[config.mk]
export PLATFORM = sky130hd
export DESIGN_NAME = fpmul_stream_master_flat
export DESIGN_NICKNAME = d
export VERILOG_FILES = /design/src/rtl/fpmul_stream_pkg.sv /design/src/rtl/fpmul_stream_master_if.sv /design/src/rtl/sync_fifo.sv /design/src/rtl/fpmul_stream_master.sv /design/src/flat_wrapper.sv
export SDC_FILE = /design/constraint.sdc
export NUM_CORES = 1
export LEC_CHECK = 0
export BUFFER_PORTS_ARGS = -buffer_cell sky130_fd_sc_hd__buf_4
export CORE_MARGIN = 1
export CORE_UTILIZATION = 55
export DETAILED_ROUTE_END_ITERATION = 10
export MAX_ROUTING_LAYER = met4
export PLACE_DENSITY = 0.76
export SLEW_MARGIN = 20
export SYNTH_ARGS = -nofsm -noshare
export SYNTH_HDL_FRONTEND = slang
export SYNTH_SLANG_ARGS = --single-unit
[constraint.sdc]
create_clock -name clk -period 11.6 [get_ports clk]
set_input_delay 1.74 -clock clk [delete_from_list [all_inputs] [get_ports clk]]
set_output_delay 1.74 -clock clk [all_outputs]
set_load 0.005 [all_outputs]
[src/rtl/fpmul_stream_pkg.sv]
// Shared types for the FP multiplier stream master: word width, FSM states,
// and the operand / result records carried through the two FIFOs.
package fpmul_stream_pkg;

    localparam int WORD_W = 32;

    typedef enum logic [1:0] {
        IDLE,
        ISSUE,
        AWAIT
    } state_t;

    typedef struct packed {
        logic [WORD_W-1:0] a;
        logic [WORD_W-1:0] b;
    } op_pair_t;

    typedef struct packed {
        logic [WORD_W-1:0] a;
        logic [WORD_W-1:0] b;
        logic [WORD_W-1:0] z;
    } result_t;

endpackage

[src/rtl/fpmul_stream_master_if.sv]
// Handshake bundle between the stream master and the FP multiplier wrapper.
// master: drives operands and result-ready; slave: the multiplier side.
interface fpmul_stream_master_if;
    import fpmul_stream_pkg::*;

    logic [WORD_W-1:0] op_a;
    logic [WORD_W-1:0] op_b;
    logic              op_valid;
    logic              op_ready;
    logic [WORD_W-1:0] res_data;
    logic              res_valid;
    logic              res_ready;

    modport master (
        output op_a, op_b, op_valid, res_ready,
        input  op_ready, res_data, res_valid
    );

    modport slave (
        input  op_a, op_b, op_valid, res_ready,
        output op_ready, res_data, res_valid
    );

endinterface

[src/rtl/sync_fifo.sv]
// Single-clock FIFO with occupancy counter. A push while full is accepted
// only when a pop happens in the same cycle (occupancy then stays full).
module sync_fifo #(
    parameter int WIDTH = 64,
    parameter int DEPTH = 8
) (
    input  logic             clk,
    input  logic             rst_n,
    input  logic             push,
    input  logic [WIDTH-1:0] din,
    output logic             full,
    input  logic             pop,
    output logic [WIDTH-1:0] dout,
    output logic             empty
);

    localparam int AW = $clog2(DEPTH);

    logic [WIDTH-1:0] mem [DEPTH];
    logic [AW-1:0]    wr_ptr;
    logic [AW-1:0]    rd_ptr;
    logic [AW:0]      cnt;
    logic             wr_en;
    logic             rd_en;

    assign full  = (cnt == (AW+1)'(DEPTH));
    assign empty = (cnt == '0);
    assign rd_en = pop && !empty;
    assign wr_en = push && (!full || rd_en);
    assign dout  = mem[rd_ptr];

    // Storage array; contents need no reset since cnt gates visibility.
    always_ff @(posedge clk) begin
        if (wr_en) mem[wr_ptr] <= din;
    end

    // Pointers wrap naturally because DEPTH is a power of two.
    always_ff @(posedge clk or negedge rst_n) begin
        if (!rst_n) begin
            wr_ptr <= '0;
            rd_ptr <= '0;
            cnt    <= '0;
        end else begin
            if (wr_en) wr_ptr <= wr_ptr + 1'b1;
            if (rd_en) rd_ptr <= rd_ptr + 1'b1;
            case ({wr_en, rd_en})
                2'b10:   cnt <= cnt + 1'b1;
                2'b01:   cnt <= cnt - 1'b1;
                default: cnt <= cnt;
            endcase
        end
    end

endmodule

[src/rtl/fpmul_stream_master.sv]
// Operand source / result sink for the FP multiplier wrapper. Host operand
// pairs are queued, issued one at a time, and the {A,B,Z} triple of each
// completed product is queued for the host. Includes result backpressure
// injection and a response watchdog.
module fpmul_stream_master
    import fpmul_stream_pkg::*;
#(
    parameter int DEPTH   = 8,
    parameter int TIMEOUT = 64,
    parameter int CNT_W   = 16
) (
    input  logic                 clk,
    input  logic                 rst_n,
    input  logic                 cmd_valid,
    output logic                 cmd_ready,
    input  logic [WORD_W-1:0]    cmd_a,
    input  logic [WORD_W-1:0]    cmd_b,
    fpmul_stream_master_if.master mul,
    output logic                 rsp_valid,
    input  logic                 rsp_ready,
    output logic [WORD_W-1:0]    rsp_a,
    output logic [WORD_W-1:0]    rsp_b,
    output logic [WORD_W-1:0]    rsp_z,
    input  logic                 stall_en,
    output logic [CNT_W-1:0]     issued_cnt,
    output logic [CNT_W-1:0]     completed_cnt,
    output logic                 timeout_err,
    output logic                 busy
);

    localparam int WD_W = $clog2(TIMEOUT + 1);

    state_t           state_q, state_d;
    op_pair_t         pair_q, pair_d;
    logic             op_valid_q, op_valid_d;
    logic             res_ready_q, res_ready_d;
    logic [WD_W-1:0]  wdog_q, wdog_d;
    logic [CNT_W-1:0] issued_q, issued_d;
    logic [CNT_W-1:0] completed_q, completed_d;
    logic             timeout_q, timeout_d;

    op_pair_t op_din, op_head;
    result_t  res_din, res_head;
    logic     op_full, op_empty, op_push, op_pop;
    logic     res_full, res_empty, capture, rsp_pop;

    assign op_din    = '{a: cmd_a, b: cmd_b};
    assign cmd_ready = !op_full;
    assign op_push   = cmd_valid && cmd_ready;

    sync_fifo #(.WIDTH($bits(op_pair_t)), .DEPTH(DEPTH)) u_op_fifo (
        .clk   (clk),
        .rst_n (rst_n),
        .push  (op_push),
        .din   (op_din),
        .full  (op_full),
        .pop   (op_pop),
        .dout  (op_head),
        .empty (op_empty)
    );

    // Operands stay registered through AWAIT: the multiplier samples them
    // directly along its pipeline, so they double as the A/B of the result.
    assign res_din = '{a: pair_q.a, b: pair_q.b, z: mul.res_data};
    assign rsp_pop = rsp_valid && rsp_ready;

    sync_fifo #(.WIDTH($bits(result_t)), .DEPTH(DEPTH)) u_res_fifo (
        .clk   (clk),
        .rst_n (rst_n),
        .push  (capture),
        .din   (res_din),
        .full  (res_full),
        .pop   (rsp_pop),
        .dout  (res_head),
        .empty (res_empty)
    );

    // Next-state and registered-output logic for the one-outstanding issue FSM.
    always_comb begin
        state_d     = state_q;
        pair_d      = pair_q;
        op_valid_d  = op_valid_q;
        res_ready_d = 1'b0;
        wdog_d      = wdog_q;
        issued_d    = issued_q;
        completed_d = completed_q;
        timeout_d   = timeout_q;
        op_pop      = 1'b0;
        capture     = 1'b0;
        unique case (state_q)
            IDLE: begin
                if (!op_empty) begin
                    op_pop     = 1'b1;
                    pair_d     = op_head;
                    op_valid_d = 1'b1;
                    state_d    = ISSUE;
                end
            end
            ISSUE: begin
                if (op_valid_q && mul.op_ready) begin
                    op_valid_d  = 1'b0;
                    issued_d    = issued_q + CNT_W'(1);
                    wdog_d      = '0;
                    // Raise ready on entry so a fast multiplier is not delayed.
                    res_ready_d = !stall_en && !res_full;
                    state_d     = AWAIT;
                end
            end
            AWAIT: begin
                // Result FIFO cannot fill during AWAIT (only captures push),
                // so the one-cycle lag of the registered ready is safe.
                res_ready_d = !stall_en && !res_full;
                if (mul.res_valid && res_ready_q) begin
                    capture     = 1'b1;
                    completed_d = completed_q + CNT_W'(1);
                    res_ready_d = 1'b0;
                    state_d     = IDLE;
                end else if (wdog_q == WD_W'(TIMEOUT - 1)) begin
                    timeout_d   = 1'b1;
                    res_ready_d = 1'b0;
                    state_d     = IDLE;
                end else begin
                    wdog_d = wdog_q + WD_W'(1);
                end
            end
            default: state_d = IDLE;
        endcase
    end

    // State and datapath registers; reset discards any in-flight transaction.
    always_ff @(posedge clk or negedge rst_n) begin
        if (!rst_n) begin
            state_q     <= IDLE;
            pair_q      <= '0;
            op_valid_q  <= 1'b0;
            res_ready_q <= 1'b0;
            wdog_q      <= '0;
            issued_q    <= '0;
            completed_q <= '0;
            timeout_q   <= 1'b0;
        end else begin
            state_q     <= state_d;
            pair_q      <= pair_d;
            op_valid_q  <= op_valid_d;
            res_ready_q <= res_ready_d;
            wdog_q      <= wdog_d;
            issued_q    <= issued_d;
            completed_q <= completed_d;
            timeout_q   <= timeout_d;
        end
    end

    assign mul.op_a      = pair_q.a;
    assign mul.op_b      = pair_q.b;
    assign mul.op_valid  = op_valid_q;
    assign mul.res_ready = res_ready_q;

    assign rsp_valid     = !res_empty;
    assign rsp_a         = res_head.a;
    assign rsp_b         = res_head.b;
    assign rsp_z         = res_head.z;

    assign issued_cnt    = issued_q;
    assign completed_cnt = completed_q;
    assign timeout_err   = timeout_q;
    assign busy          = (state_q != IDLE) || !op_empty;

endmodule

[src/flat_wrapper.sv]
// flat-port wrapper written by rule: the top's interface ports become plain ports
module fpmul_stream_master_flat import fpmul_stream_pkg::*;
#(
    parameter int DEPTH   = 8,
    parameter int TIMEOUT = 64,
    parameter int CNT_W   = 16
)
  (clk, rst_n, cmd_valid, cmd_ready, cmd_a, cmd_b, rsp_valid, rsp_ready, rsp_a, rsp_b, rsp_z, stall_en, issued_cnt, completed_cnt, timeout_err, busy, mul_op_a, mul_op_b, mul_op_valid, mul_res_ready, mul_op_ready, mul_res_data, mul_res_valid);
  fpmul_stream_master_if mul_i ();
  input  logic clk;
  input  logic rst_n;
  input  logic cmd_valid;
  output logic cmd_ready;
  input  logic [WORD_W-1:0] cmd_a;
  input  logic [WORD_W-1:0] cmd_b;
  output logic rsp_valid;
  input  logic rsp_ready;
  output logic [WORD_W-1:0] rsp_a;
  output logic [WORD_W-1:0] rsp_b;
  output logic [WORD_W-1:0] rsp_z;
  input  logic stall_en;
  output logic [CNT_W-1:0] issued_cnt;
  output logic [CNT_W-1:0] completed_cnt;
  output logic timeout_err;
  output logic busy;
  output wire logic [$bits(mul_i.op_a)-1:0] mul_op_a;
  output wire logic [$bits(mul_i.op_b)-1:0] mul_op_b;
  output wire logic [$bits(mul_i.op_valid)-1:0] mul_op_valid;
  output wire logic [$bits(mul_i.res_ready)-1:0] mul_res_ready;
  input wire logic [$bits(mul_i.op_ready)-1:0] mul_op_ready;
  input wire logic [$bits(mul_i.res_data)-1:0] mul_res_data;
  input wire logic [$bits(mul_i.res_valid)-1:0] mul_res_valid;
  assign mul_op_a = mul_i.op_a;
  assign mul_op_b = mul_i.op_b;
  assign mul_op_valid = mul_i.op_valid;
  assign mul_res_ready = mul_i.res_ready;
  assign mul_i.op_ready = mul_op_ready;
  assign mul_i.res_data = mul_res_data;
  assign mul_i.res_valid = mul_res_valid;
  fpmul_stream_master #(.DEPTH(DEPTH), .TIMEOUT(TIMEOUT), .CNT_W(CNT_W)) u_core (.clk(clk), .rst_n(rst_n), .cmd_valid(cmd_valid), .cmd_ready(cmd_ready), .cmd_a(cmd_a), .cmd_b(cmd_b), .mul(mul_i), .rsp_valid(rsp_valid), .rsp_ready(rsp_ready), .rsp_a(rsp_a), .rsp_b(rsp_b), .rsp_z(rsp_z), .stall_en(stall_en), .issued_cnt(issued_cnt), .completed_cnt(completed_cnt), .timeout_err(timeout_err), .busy(busy));
endmodule
# [Yosys cells after proc, flatten, opt, wreduce, memory -nomap -nowiden]
# Memories as Yosys holds them, arrays and structs flattened. A register that Yosys moved wholly into a read port is not among the register bits.
# Cells that the tools add are included.
[totals] memories=2 output_inout_bits=198 register_bits=64 in_bits=103 mem_bits_rw=1280 wordCells=101
[memory_table] name="u_core.u_res_fifo.mem" depth=8 width=96 read_ports=1 rd_ports_with_merged_regs=0 wr=1 line_no="sync_fifo.sv:19" text="logic [WIDTH-1:0] mem [DEPTH];"
[memory_table] name="u_core.u_op_fifo.mem" depth=8 width=64 read_ports=1 rd_ports_with_merged_regs=1 wr=1 line_no="sync_fifo.sv:19"
[op_classes] n_bitwise=2 n_reduce_logical=33 add_sub_neg=11 eq_ne=14 muxes=26
[ops] operator="16-bit by 1-bit adder with 16-bit output (second input constant)" count=2
[ops] operator="7-bit two-way mux" count=3
[ops] operator="4-bit one-hot mux with 2 select lines" count=2
[ops] operator="7-bit one-hot mux with 2 select lines" count=1
[ops] operator="1-bit two-way mux" count=13
[ops] operator="3-bit by 1-bit adder with 3-bit output (second input constant)" count=4
[ops] operator="2-bit nonzero test" count=5
[ops] operator="1-bit logical AND" count=9
[ops] operator="3-bit AND reduction" count=3
[ops] operator="4-bit by 1-bit adder with 4-bit output (second input constant)" count=2
[ops] operator="4-bit equality test (second input constant)" count=2
[ops] operator="4-bit logical NOT" count=2
[ops] operator="2-bit two-way mux" count=4
[ops] operator="4-bit by 1-bit subtractor with 4-bit output (second input constant)" count=2
[ops] operator="7-bit by 1-bit adder with 7-bit output (second input constant)" count=1
[ops] operator="7-bit by 6-bit equality test with 1-bit output (second input constant)" count=1
[ops] operator="2-bit by 1-bit equality test with 1-bit output (second input constant)" count=3
[ops] operator="2-bit equality test (second input constant)" count=3
[ops] operator="1-bit logical NOT" count=6
[ops] operator="2-bit != test (second input constant)" count=3
[ops] operator="2-bit one-hot mux with 3 select lines" count=1
[ops] operator="2-bit AND reduction" count=3
[ops] operator="1-bit one-hot mux with 2 select lines" count=2
[ops] operator="4-bit AND reduction" count=1
[ops] operator="5 further kinds" count=8

# [Logic depth before layout (Yosys ltp)]
# Gate-level depths: netlist of run 1.
[logic_depth] depth_word=8 ltp_mapped=13 ltp_nobuf=12

# [Cells and area by module]
# From an unflattened synthesis of run 1, not the netlist that was laid out.
[hier_totals] cells_unflattened=2336 area_unflattened_um2=53980.5
[by_module_without_submodules] mod="sync_fifo at u_core.u_res_fifo" area_per_inst_um2=29464.5 seq_area_each_um2=23312.4 cells_each=1176 instances=1
[by_module_without_submodules] mod="sync_fifo at u_core.u_op_fifo" area_per_inst_um2=19939.1 seq_area_each_um2=15625.0 cells_each=823 instances=1
[by_module_without_submodules] mod="fpmul_stream_master" area_per_inst_um2=4576.9 seq_area_each_um2=2702.6 cells_each=337 instances=1

# [Worst setup path after synthesis of run 1]
# Ideal clock, no wire load.
[synth_path] path_type="in2reg" from="in mul_res_valid" to="mem u_core.u_res_fifo.mem[2][0] (netlist name), enable pin" path_stages=4 setup_slack_ps=-1409 n_path_buf=0 arrival_ps=12189 setup_ps=820 required_ps=10780 path_cell_list="nand3_1 > a21oi_1 > inv_1 > nor4b_1"
[synth_via] elab_chain_cells=6
[synth_rtl] item="from (decl)" line_no="flat_wrapper.sv:32" text="input wire logic [$bits(mul_i.res_valid)-1:0] mul_res_valid;"
[synth_rtl] item="1-bit logical AND" line_no="fpmul_stream_master.sv:113" text="if (mul.res_valid && res_ready_q) begin"
[synth_rtl] item="1-bit two-way mux" line_no="fpmul_stream_master.sv:113"
[synth_rtl] item="1-bit two-way mux" line_no="fpmul_stream_master.sv:90" text="unique case (state_q)"
[synth_rtl] item="1-bit logical AND" line_no="sync_fifo.sv:29" text="assign wr_en = push && (!full || rd_en);"
[synth_rtl] item="1-bit two-way mux" line_no="sync_fifo.sv:34" text="if (wr_en) mem[wr_ptr] <= din;"
[synth_rtl] item="1-bit two-way mux (not written as such)" line_no="sync_fifo.sv:34"
[synth_rtl] item="to (decl)" line_no="sync_fifo.sv:19"
# Every way passes these cells.

# [Worst setup path in the final report of run 1]
[layout_path] from="reg u_core.u_res_fifo.rd_ptr[0]" to="out rsp_b[9]"
[layout_via] elab_chain_cells=1
[layout_rtl] item="from (decl)" line_no="sync_fifo.sv:21" text="logic [AW-1:0] rd_ptr;"
[layout_rtl] item="from (signal assigned)" line_no="sync_fifo.sv:45" text="if (rd_en) rd_ptr <= rd_ptr + 1'b1;"
[layout_rtl] item="memory read 8 x 96 bit"
[layout_rtl] item="to (decl)" line_no="flat_wrapper.sv:19" text="output logic [WORD_W-1:0] rsp_b;"
# Every way passes these cells.

==> results.py, run 1 <==
metrics = {
    "status": {
        "status": "completed",
    },
    "logic_synthesis": {
        "synth_top_cell_by_area": "edfxtp_1",
        "syn_nets": 2482,
        "yosysSeqAreaShare_pct": 78.0,
        "async_flop_share_pct": 9.09,
        "yosysWarningCount": 0,
        "synth_area_leaders": "edfxtp_1 72%, mux4_2 13%, dfrtp_1 6.0%",
        "ys_ff_latch": 1408,
        "syn_area_per_cell_um2": 22.6,
        "synthesis.area_um2": 53400,
        "synth_cell_type_count": 47,
        "syn_inst": 2362,
        "synth_edf_count": 1280,
        "netlist.area_leader.share_pct": 72.0,
        "synth_flop_cell": "edfxtp_1",
    },
    "clock_tree": {
        "ctsResizeCount": 0,
        "cts_made_buffers": 141,
        "clockBufferDepth": 3,
        "holdBufCountCts": 0,
        "path_clk_slew_ps": 60,
        "insertion_delay_ps": 740,
        "cts_root_buffer": "clkbuf_16",
        "cts_sinks": 1408,
        "cts_setup_buffers": 0,
        "cts_tree": "built",
        "htreeDepth": 4,
    },
    "timing": {
        "clock.fmax_mhz": 177,
        "finalHoldViolations": 0,
        "hold-worst-slack_ps": 478,
        "drv_slew": 0,
        "finalSetupViolations": 0,
        "slew_headroom_pct": 28.9,
        "min_period_ps": 5640,
        "tns_ps": 0,
        "rsz0062_at_grt": "false",
        "tightest_slew_ps": 1070,
        "finClkSkew_ps": 23.5,
        "period_share_pct": 48.6,
    },
    "critical_path": {
        "path_class": "reg -> out",
        "critPathLaunchType": "flop",
        "arrival_ps": 3900,
        "reg2reg_slack_ps": 7280,
        "end_kind": "primary output",
        "cp_data_required_time_ps": 9860,
        "worstPathMaxFanout": 51,
    },
    "global_routing": {
        "grt_pass1_wl_um": 169000,
        "grt_overflow": 0,
        "grt_max_degree": 129,
        "antenna_found_initial": 13,
        "track_usage_pct": 24.4,
        "first_global_vias": 26300,
    },
    "drt": {
        "drc_errors": 0,
        "post_drt_wl_per_cell_um": 27.5,
        "wl_um": 114000,
        "vias": 24900,
        "drtIter0Drc": 2431,
        "drtPass1Iterations": 5,
        "vias_per_cell": 6.01,
        "ant_nets": 0,
    },
    "place": {
        "dp_hpwl_um": 65100,
        "place.gp.congestion": 0.783,
        "post_dp_cell_area_um2": 57100,
        "port_buffers": 300,
    },
    "die": {
        "die_w_um": 314,
        "rows": 113,
        "coreArea_um2": 95600,
        "die_height_um": 314,
        "num_io_pins": 301,
        "start_util_pct": 55.9,
        "die-area_um2": 98300,
    },
    "final_layout": {
        "layout-drive-gt1-share_pct": 35.0,
        "final_area_um2": 61700,
        "fill_cells": 6157,
        "area_delta_synth_final_pct": 15.5,
        "nNetsFinal": 2866,
    },
    "power": {
        "leakage_uw": 0.0208,
        "power_density_nw_per_um2": 247,
        "irDropWorstVdd_v": 0.000163,
    },
    "run": {
        "maxCapViolCount": 0,
    },
    "min_path": {
        "hold_path_class": "reg -> reg",
    },
}
[layer usage]
| metal | GRT usage (%) | vias to the layer above | part of all wire [%] | wire, µm |
|---|---|---|---|---|
| met5 | - | - | 0 | 0 |
| met4 | 7.08 | 0 | 2.2 | 2490 |
| met3 | 4.79 | 145 | 7.0 | 8020 |
| met2 | 39.7 | 935 | 51 | 58300 |
| met1 | 31.5 | 13200 | 40 | 45100 |
| li1 | - | 10600 | - | - |
[critical path, stage by stage (launching register included)]
cell and delay, ps:
dfrtp_4 1120, buf_4 840, mux4_2 590, mux2_2 350
buf_4 160
[logic make-up after synthesis]
group	count (synthesis)	synth area share [%]
fa+ha+maj	17	0.398
buf+inv	116	1.29
xor+xnor	48	0.787
compound gates	90	0.942
mux	487	16.9
simple gates	196	1.72
flops	1408	78.0
[path summary, 6_finish.rpt]
path                       cells past startpoint                      endpoint                        start
setup / recovery                               4                      rsp_b[9]  u_core.u_res_fifo.rd_ptr[0]
hold / removal                                 1            u_core.timeout_err           u_core.timeout_err
setup reg to reg                               8  u_core.u_res_fifo.mem[7][75]            u_core.state_q[0]
hold reg to reg                                1            u_core.timeout_err           u_core.timeout_err
max in group asynchronous                      2            u_core.mul.op_a[9]                        rst_n
min in group asynchronous                      1         u_core.issued_cnt[12]                        rst_n
[metrics by stage]
stage	worst slack [ps]	power, µW	util, %	cells
floorplan	1590	9340	-	2362
global placement	6340	10800	59.7	3866
detailed placement	6370	11000	59.7	3866
CTS	5720	15400	64.4	4124
global route	5660	15800	64.5	4137
finish	5960	15200	64.5	4140
[cells in the final DEF (no fill, tap or decap), drive strengths merged, types with 45 or more instances in the layout]
| cell type | Yosys | routed |
|---|---|---|
| mux4 | 320 | 320 |
| mux2i | 65 | 65 |
| clkbuf | 26 | 195 |
| edfxtp | 1280 | 1280 |
| clkinv | 0 | 45 |
| buf | 82 | 349 |
| mux2 | 102 | 102 |
| o21ai | 69 | 69 |
| dfrtp | 128 | 128 |
| nand2 | 104 | 104 |
[synthesized netlist by cell type (all sizes together), types with 8 or more instances]
cell type / count
ha: 17
mux2: 102
nor4: 8
nand2: 104
nand3: 18
clkbuf: 26
nor3: 12
dfrtp: 128
inv: 8
o21ai: 69
edfxtp: 1280
xor2: 16
nor2: 17
nand4: 10
buf: 82
xnor2: 32
mux2i: 65
mux4: 320
[final cells by class]
type	count	area (µm²)	share of cell area (%)
Sequential cell	1408	41700	67.5
Clock buffer	195	3890	6.31
Multi-Input combinational cell	838	11200	18.1
Tap cell	1265	1580	2.57
Timing Repair Buffer	349	2680	4.35
Clock inverter	63	616	0.998
Inverter	8	30.0	0.0487
Antenna cell	14	35.0	0.0568
[power breakdown]
part	switching (µW)	leakage, µW	internal, µW
registers	714	0.0132	6250
logic	1840	0.00537	2020
clock network	1850	0.00221	2540
[sequential cells by signal, indices dropped and copies added (netlist names), 7 cells and up]
register               count
u_core.completed_cnt      16
u_core.issued_cnt         16
u_core.mul.op_a           32
u_core.wdog_q              7
u_core.u_res_fifo.mem    768
u_core.u_op_fifo.mem     512
u_core.mul.op_b           32
(Power assumes the default switching activity.)
==> inputs of run 2 (changes only) <==
CORE_UTILIZATION = 60   (was 55)
PLACE_DENSITY = 0.79   (was 0.76)
clock period = 5.7 ns   (was 11.6 ns; I/O delays follow)
==> results.py, run 2 (synthesized netlist as in run 1, its figures left out) <==
metrics = {
    "global_routing": {
        "grt_max_degree": 124,
        "grt_pass1_wl_um": 168000,
        "track_usage_pct": 26.6,
        "first_global_vias": 26400,
        "antenna_found_initial": 10,
        "grt_overflow": 0,
    },
    "clock_tree": {
        "cts_made_buffers": 138,
        "ctsResizeCount": 0,
        "insertion_delay_ps": 740,
        "cts_sinks": 1408,
        "cts_setup_buffers": 0,
        "htreeDepth": 4,
        "holdBufCountCts": 0,
        "cts_tree": "built",
        "cts_root_buffer": "clkbuf_16",
        "clockBufferDepth": 3,
        "path_clk_slew_ps": 60,
    },
    "critical_path": {
        "path_buf_inv": 2,
        "cp_cell_sequence": "buf_12 -> mux4_2 -> mux2_2 -> buf_4",
        "critPathLaunchType": "flop",
        "path_class": "reg -> out",
        "end_kind": "primary output",
        "cp_slowest_stage_delay_ps": 930,
        "critPathTopFamily": "flip-flops",
        "critical_path.startpoint": "u_core.u_res_fifo.rd_ptr[0]",
        "arrival_ps": 3320,
        "crit_slowest_cell": "dfrtp_4",
        "r2r_start": "u_core.state_q[0]",
        "cp_data_required_time_ps": 4850,
        "worstPathMaxFanout": 56,
    },
    "final_layout": {
        "reg.largest.list": "u_core.u_res_fifo.mem: 768 flops, u_core.u_op_fifo.mem: 512 flops",
        "layout-drive-gt1-share_pct": 34.7,
        "area_delta_synth_final_pct": 15.4,
        "final_cell_mix": "1,280 x edfxtp_1, 335 x buf_4, 320 x mux4_2, 138 x clkbuf_16, 122 x dfrtp_1",
        "layout_commonest_cell": "edfxtp_1",
        "stdcell_count": 4025,
        "largest-register": "u_core.u_res_fifo.mem",
        "nNetsFinal": 2858,
        "largest_reg_flops": 768,
        "final_area_um2": 61600,
    },
    "die": {
        "start_util_pct": 60.5,
        "die_height_um": 300,
        "die_w_um": 300,
        "rows": 109,
        "die-area_um2": 90200,
        "coreArea_um2": 88200,
        "num_io_pins": 301,
    },
    "place": {
        "dp_cells": 3763,
        "dp_hpwl_um": 63600,
        "post_dp_cell_area_um2": 57100,
        "port_buffers": 300,
        "place.gp.congestion": 0.792,
        "pre_cts_ws_ps": 2220,
    },
    "timing": {
        "min_period_ps": 4170,
        "clock.fmax_mhz": 240,
        "finClkSkew_ps": 24.3,
        "drv_slew": 0,
        "tightest_slew_ps": 1090,
        "finalHoldViolations": 0,
        "rsz0062_at_grt": "false",
        "period_share_pct": 73.2,
        "finalSetupViolations": 0,
        "slew_headroom_pct": 27.5,
        "setup_ws_ps": 1530,
        "tns_ps": 0,
    },
    "drt": {
        "drtIter0Drc": 2585,
        "vias_per_cell": 6.26,
        "wl_um": 114000,
        "ant_nets": 0,
        "drc_errors": 0,
        "vias": 25200,
        "drtPass1Iterations": 5,
        "post_drt_wl_per_cell_um": 28.3,
    },
    "power": {
        "leakage_uw": 0.0208,
        "power_density_nw_per_um2": 505,
        "irDropWorstVdd_v": 0.000414,
    },
    "status": {
        "status": "completed",
    },
    "run": {
        "maxCapViolCount": 0,
    },
    "min_path": {
        "hold_path_class": "in -> async",
    },
}
[run 2: changes by cell type in the layout (fill, tap and decap cells not counted), sizes merged]
cell,delta
clkbuf,-15
bufinv,+7
buf,-5
diode,-5
clkinv,+4
clkinvlp,-1
[run 2: final timing paths]
| path | endpoint | slack (ps) | cells past startpoint |
|---|---|---|---|
| max | rsp_b[17] | 1530 | 4 |
| min | u_core.issued_cnt[13] | 240 | 1 |
| max reg2reg | u_core.u_res_fifo.mem[6][73] | 2330 | 7 |
| min reg2reg | u_core.timeout_err | 480 | 1 |
| max in group asynchronous | u_core.mul.op_a[3] | 4390 | 2 |
| min in group clk | u_core.mul.res_ready | 290 | 2 |
[run 2: final cells by class]
cell class	count	area, µm²
inverter	8	30.0
timing repair buffer	344	2690
clock inverter	73	843
tap	1165	1460
clock buffer	180	3680
sequential	1408	41700
antenna	9	22.5
fill	5022	26600
multi-input combinational	838	11200
[run 2: power breakdown]
group / total, µW / leakage [µW] / switching (µW) / internal, µW
combinational: 8000 / 0.00535 / 3840 / 4160
sequential: 14100 / 0.0132 / 1390 / 12700
clock: 9020 / 0.00221 / 3740 / 5280
total: 31100 / 0.0208 / 8970 / 22200
[run 2: through the flow]
stage / hold slack [ps] / utilization, % / power [µW]
after detailed placement: 466 / 64.7 / 22300
after floorplan: 451 / - / 19000
after CTS: 243 / 69.8 / 31400
final: 241 / 69.8 / 31100
after global routing: 281 / 69.8 / 32300
after global placement: 456 / 64.7 / 21900
[run 2: metal layers]
layer,vias up,track usage (%),wire length [µm]
met4,0,7.90,2490
li1,10600,-,-
met3,158,5.75,8730
met5,-,-,0
met2,1094,42.7,58800
met1,13400,34.5,43800
